<file path="config.mk">
export PLATFORM = sky130hd
export DESIGN_NAME = sine_sweep_ctrl
export DESIGN_NICKNAME = d
export VERILOG_FILES = /design/src/rtl/sine_ctrl_pkg.sv /design/src/rtl/sine_sweep_next.sv /design/src/rtl/sine_sweep_ctrl.sv
export SDC_FILE = /design/constraint.sdc
export NUM_CORES = 1
export LEC_CHECK = 0
export CORE_MARGIN = 2
export CORE_UTILIZATION = 25
export CTS_BUF_LIST = sky130_fd_sc_hd__clkbuf_8
export CTS_CLUSTER_DIAMETER = 60
export DETAILED_ROUTE_END_ITERATION = 8
export SLEW_MARGIN = 20
export SYNTH_ARGS = -nofsm -noshare
export SYNTH_HDL_FRONTEND = slang
export SYNTH_SLANG_ARGS = --single-unit
</file>
<file path="constraint.sdc">
create_clock -name clk -period 5.6 [get_ports clk]
set_input_delay 0.84 -clock clk [delete_from_list [all_inputs] [get_ports clk]]
set_output_delay 0.84 -clock clk [all_outputs]
set_load 0.005 [all_outputs]
</file>
<file path="src/rtl/sine_ctrl_pkg.sv">
// Shared types and helpers for the sine-sum sweep sequencer.
package sine_ctrl_pkg;

    typedef enum logic [1:0] {IDLE, LOAD, DWELL, PAUSED} state_t;

    localparam int DELTA_W = 12;
    localparam logic [DELTA_W-1:0] DELTA_MAX = 12'hFFF;

    // Unsigned add that sticks at DELTA_MAX instead of wrapping.
    function automatic logic [DELTA_W-1:0] sat_add(input logic [DELTA_W-1:0] a,
                                                   input logic [DELTA_W-1:0] b);
        logic [DELTA_W:0] s;
        s = {1'b0, a} + {1'b0, b};
        return s[DELTA_W] ? DELTA_MAX : s[DELTA_W-1:0];
    endfunction

endpackage

</file>
<file path="src/rtl/sine_sweep_next.sv">
// Combinational next-point calculation for the sweep: one step toward stop,
// clamped so that neither overshoot nor underflow can pass the stop value.
module sine_sweep_next #(
    parameter int DW = 12
) (
    input  logic [DW-1:0] cur,
    input  logic [DW-1:0] stop,
    input  logic [DW-1:0] step,
    input  logic          up,
    output logic [DW-1:0] nxt,
    output logic          last
);

    logic [DW:0] sum;
    logic [DW:0] diff;

    always_comb begin
        sum  = {1'b0, cur} + {1'b0, step};
        diff = {1'b0, cur} - {1'b0, step};
        nxt  = stop;
        if (up) begin
            if (sum <= {1'b0, stop})
                nxt = sum[DW-1:0];
        end else begin
            // diff[DW] set means the subtraction went below zero
            if (!diff[DW] && (diff[DW-1:0] >= stop))
                nxt = diff[DW-1:0];
        end
        last = (cur == stop);
    end

endmodule

</file>
<file path="src/rtl/sine_sweep_ctrl.sv">
// Sweeps the two-tone phase increments from start to stop, holding each point
// for a dwell time; one-shot or looped, with pause and abort.
module sine_sweep_ctrl
    import sine_ctrl_pkg::*;
#(
    parameter int DW = 12,
    parameter int CW = 16
) (
    input  logic          clk,
    input  logic          rst,
    input  logic          start,
    input  logic          abort,
    input  logic          pause,
    input  logic          cfg_loop,
    input  logic [DW-1:0] cfg_start_a,
    input  logic [DW-1:0] cfg_stop_a,
    input  logic [DW-1:0] cfg_step,
    input  logic [DW-1:0] cfg_offset_b,
    input  logic [CW-1:0] cfg_dwell,
    output logic [DW-1:0] delta_a,
    output logic [DW-1:0] delta_b,
    output logic          delta_upd,
    output logic          busy,
    output logic          done,
    output logic          wrap,
    output logic [DW-1:0] step_idx
);

    state_t        state;
    logic [CW-1:0] cnt;

    // Configuration captured at start; a sweep never sees later cfg changes.
    logic [DW-1:0] sh_start;
    logic [DW-1:0] sh_stop;
    logic [DW-1:0] sh_step;
    logic [DW-1:0] sh_offset;
    logic [CW-1:0] sh_dwell_m1;
    logic          sh_loop;
    logic          sh_up;

    logic [DW-1:0] nxt_a;
    logic          at_last;

    sine_sweep_next #(.DW(DW)) u_next (
        .cur  (delta_a),
        .stop (sh_stop),
        .step (sh_step),
        .up   (sh_up),
        .nxt  (nxt_a),
        .last (at_last)
    );

    always_ff @(posedge clk) begin
        if (rst) begin
            state       <= IDLE;
            cnt         <= '0;
            sh_start    <= '0;
            sh_stop     <= '0;
            sh_step     <= '0;
            sh_offset   <= '0;
            sh_dwell_m1 <= '0;
            sh_loop     <= 1'b0;
            sh_up       <= 1'b0;
            delta_a     <= '0;
            delta_b     <= '0;
            delta_upd   <= 1'b0;
            busy        <= 1'b0;
            done        <= 1'b0;
            wrap        <= 1'b0;
            step_idx    <= '0;
        end else begin
            delta_upd <= 1'b0;
            done      <= 1'b0;
            wrap      <= 1'b0;
            if (abort && state != IDLE) begin
                state     <= IDLE;
                busy      <= 1'b0;
                delta_a   <= '0;
                delta_b   <= '0;
                step_idx  <= '0;
                delta_upd <= 1'b1;
            end else begin
                case (state)
                    IDLE: begin
                        if (start && !abort) begin
                            sh_start    <= cfg_start_a;
                            sh_stop     <= cfg_stop_a;
                            sh_step     <= (cfg_step == '0) ? DW'(1) : cfg_step;
                            sh_offset   <= cfg_offset_b;
                            sh_dwell_m1 <= (cfg_dwell == '0) ? '0 : cfg_dwell - 1'b1;
                            sh_loop     <= cfg_loop;
                            sh_up       <= (cfg_stop_a >= cfg_start_a);
                            busy        <= 1'b1;
                            state       <= LOAD;
                        end
                    end
                    LOAD: begin
                        delta_a   <= sh_start;
                        delta_b   <= sat_add(sh_start, sh_offset);
                        delta_upd <= 1'b1;
                        step_idx  <= '0;
                        cnt       <= sh_dwell_m1;
                        state     <= DWELL;
                    end
                    DWELL, PAUSED: begin
                        // The counter is frozen exactly on cycles where pause is high.
                        if (pause) begin
                            state <= PAUSED;
                        end else begin
                            state <= DWELL;
                            if (cnt != '0) begin
                                cnt <= cnt - 1'b1;
                            end else if (at_last) begin
                                if (sh_loop) begin
                                    delta_a   <= sh_start;
                                    delta_b   <= sat_add(sh_start, sh_offset);
                                    delta_upd <= 1'b1;
                                    wrap      <= 1'b1;
                                    step_idx  <= '0;
                                    cnt       <= sh_dwell_m1;
                                end else begin
                                    done  <= 1'b1;
                                    busy  <= 1'b0;
                                    state <= IDLE;
                                end
                            end else begin
                                delta_a   <= nxt_a;
                                delta_b   <= sat_add(nxt_a, sh_offset);
                                delta_upd <= 1'b1;
                                step_idx  <= step_idx + 1'b1;
                                cnt       <= sh_dwell_m1;
                            end
                        end
                    end
                    default: state <= IDLE;
                endcase
            end
        end
    end

endmodule

</file>
==> results.py <==
metrics = {
    "floorplanning": {
        "die_h_um": 191,
        "num_rows": 68,
        "io-pin-count": 110,
        "core_um2": 34400,
        "die_w_um": 191,
        "die-area_um2": 36300,
        "start_util_pct": 25.3,
    },
    "sta": {
        "tightest_slew_ps": 1260,
        "max_freq_mhz": 178,
        "min_period_ps": 5620,
        "hold-worst-slack_ps": 459,
        "rsz0062_at_grt": "true",
        "hold_viol": 0,
        "finalSetupViolations": 1,
        "fin_skew_ps": 17.7,
        "slew_headroom_pct": 15.7,
        "fin_ws_ps": -19.7,
        "drv_slew": 0,
        "period_share_pct": 100,
    },
    "critical_path": {
        "cp-end-kind": "register",
        "path_class": "reg -> reg",
        "slowest_stage": "or4_4",
        "cp.required_ps": 5980,
        "crit_arrival_ps": 5990,
        "max_stage_delay_ps": 440,
        "reg2reg_depth": 29,
        "reg2reg_to": "delta_b[2]",
        "path_max_fanout": 5,
        "cp-start-kind": "register",
        "rrSetupSlack_ps": -20,
        "reg2reg_from": "delta_a[0]",
    },
    "logic_synthesis": {
        "synth-edff-count": 0,
        "yosysUniqueCellTypes": 67,
        "syn_nets": 1284,
        "synthFlopType": "dfxtp_1",
        "ys_seq_area_share_pct": 28.5,
        "synthCells": 1122,
        "ys_warn_count": 0,
        "async_flop_share_pct": 0,
        "synth_seq_cells": 124,
        "netlist_area_um2": 8700,
        "synth.avg_cell_area_um2": 7.75,
    },
    "route": {
        "drtPass1Iterations": 6,
        "vias": 8452,
        "viasPerCell": 4.85,
        "first_iter_violations": 607,
        "wl_per_cell_um": 15.7,
        "finalWirelength_mm": 27.3,
        "drc_errors": 0,
        "antenna_left": 0,
    },
    "run": {
        "max-cap-violations": 0,
    },
    "cts": {
        "cts.sinks": 124,
        "cts.path.max_buffers": 2,
        "cts_tree": "done",
        "h-tree-depth": 4,
        "cts_made_buffers": 17,
        "clockRootBuffer": "clkbuf_8",
        "clkTransAtPathRegs_ps": 90,
        "clk_latency_ps": 460,
    },
    "outcome": {
        "violations": "negative setup slack",
        "outcome": "finished, violations left",
    },
    "placed_design": {
        "port_buffers": 109,
        "post-dp-hpwl_mm": 20.7,
        "place_ws_ps": -318,
        "gp_congestion": 0.845,
    },
    "global_routing": {
        "antenna_found_initial": 1,
        "grt-ovfl-total": 0,
        "grt_pass1_vias": 8227,
        "grt_pass1_wl_mm": 42.9,
        "track_usage_pct": 14.9,
        "grt_max_degree": 82,
    },
    "hold_path": {
        "min-delay-path-class": "reg -> reg",
        "worstHoldStart": "delta_b[6]",
        "holdPathStages": 2,
        "hold_end": "delta_b[6]",
    },
    "finish": {
        "diodes": 0,
        "fin_nets": 1437,
        "syn_to_final_growth_pct": 32.3,
        "drive_gt1_share_pct": 13.4,
        "n_fill_cell": 3655,
    },
    "pwr": {
        "ir_worst_vdd_uv": 138,
        "power_density_nw_per_um2": 235,
        "p_leak_nw": 4.71,
    },
}
-- worst max path at each step --
| stage | startpoint | endpoint | slack (ps) | cells past startpoint |
|---|---|---|---|---|
| floorplan | delta_a[0] | delta_b[10] | 20 | 28 |
| global placement | sh_step[0] | delta_b[7] | -190 | 29 |
| detailed placement | sh_step[0] | delta_b[2] | -320 | 29 |
| CTS | delta_a[0] | delta_b[2] | 5 | 29 |
| global route | delta_a[0] | delta_b[4] | -280 | 28 |
| finish | delta_a[0] | delta_b[2] | -20 | 29 |
-- worst max-delay path, delay by kind of cell (launching register included) --
family	cells	cell delay [ps]
buffers and inverters	3	230
flip-flops	1	360
AND/OR/NAND/NOR	6	970
adder cells (fa/ha/maj)	5	1250
multiplexers	3	830
AO/OA/AOI/OAI	12	1900
-- metal layers --
layer,up-vias,GRT usage [%],wire (µm)
li1,4272,-,-
met1,3925,19.0,12500
met2,213,25.9,13100
met3,40,3.07,1160
met4,2,3.40,447
met5,-,0,12
-- final cells by class --
| type | instances | area (µm²) | area share (%) |
|---|---|---|---|
| clock buffers | 19 | 262 | 2.27 |
| clock inverters | 13 | 213 | 1.85 |
| inverters | 73 | 274 | 2.38 |
| multi-input cells | 870 | 5990 | 52.0 |
| flip-flops and latches | 124 | 2490 | 21.6 |
| well taps | 455 | 569 | 4.95 |
| repair buffers | 189 | 1720 | 14.9 |
-- kinds of logic (layout without fill, tap and decap cells) --
kind of cell,after synthesis,in the layout,share of synthesized area (%)
flops,124,124,28.5
buf+inv,128,294,5.90
xor+xnor,62,62,6.24
mux,24,24,2.79
fa+ha+maj,92,92,13.6
simple gates,392,392,20.5
compound gates,300,300,22.5
-- stage by stage --
step / cell area [µm²] / instances / util, % / total power, mW / TNS, ps
floorplan: 8710 / 1122 / - / 1.42 / 0
global placement: 10700 / 1700 / 31.0 / 1.68 / -1540
detailed placement: 10700 / 1700 / 31.0 / 1.69 / -2860
CTS: 11200 / 1733 / 32.6 / 2.68 / 0
global route: 11500 / 1743 / 33.5 / 2.86 / -2270
finish: 11500 / 1743 / 33.5 / 2.71 / -19.7
-- power by group --
group | switching (mW) | internal (mW)
combinational | 0.409 | 0.378
sequential | 0.0364 | 0.915
clock | 0.414 | 0.558
total | 0.859 | 1.85
-- Yosys cell counts (9+ instances only) --
library cell  count  share of area (%)
ha_1             88                 13
nand2_1         156                6.7
nand2b_1         15                1.1
nor3_1           33                1.9
a21o_1           13                1.1
dfxtp_1         124                 29
clkbuf_1         39                1.7
buf_2            13               0.75
inv_1            73                3.1
or3_1             9               0.65
o21a_1           12                1.0
o2bb2ai_1        10                1.0
mux2i_1          22                2.5
a22oi_1          27                2.3
xor2_1           36                3.6
nor2_1           95                4.1
nor4_1           16                1.2
nand3_1          29                1.7
a21oi_1         111                6.4
xnor2_1          26                2.6
o21ai_0          51                2.9
-- cell usage in the layout (no fill, tap or decap), types with 19 or more instances in the layout --
| cell type | count |
|---|---|
| nand2_1 | 155 |
| dfxtp_1 | 121 |
| a21oi_1 | 108 |
| clkdlybuf4s50_1 | 108 |
| nor2_1 | 94 |
| ha_1 | 83 |
| buf_4 | 77 |
| inv_1 | 72 |
| o21ai_0 | 43 |
| xor2_1 | 36 |
| nor3_1 | 32 |
| nand3_1 | 27 |
| a22oi_1 | 27 |
| xnor2_1 | 25 |
| mux2i_1 | 21 |
| clkbuf_8 | 19 |
-- state kept, by name, summed over array words and instances, names as in the netlist --
name,flops
wrap,1
sh_stop,12
sh_loop,1
busy,1
sh_start,12
sh_step,12
sh_dwell_m1,16
sh_offset,12
step_idx,12
sh_up,1
delta_a,12
done,1
cnt,16
delta_b,12
delta_upd,1
state,2
-- repair_timing --
action                     4_1_cts  5_1_grt
pin swaps                        6       19
buffers inserted                 1        9
hold buffers                     0        0
cloned                           0        1
setup endpoints to repair       12       12
gates resized for setup         16       38
(Power assumes the default switching activity.)
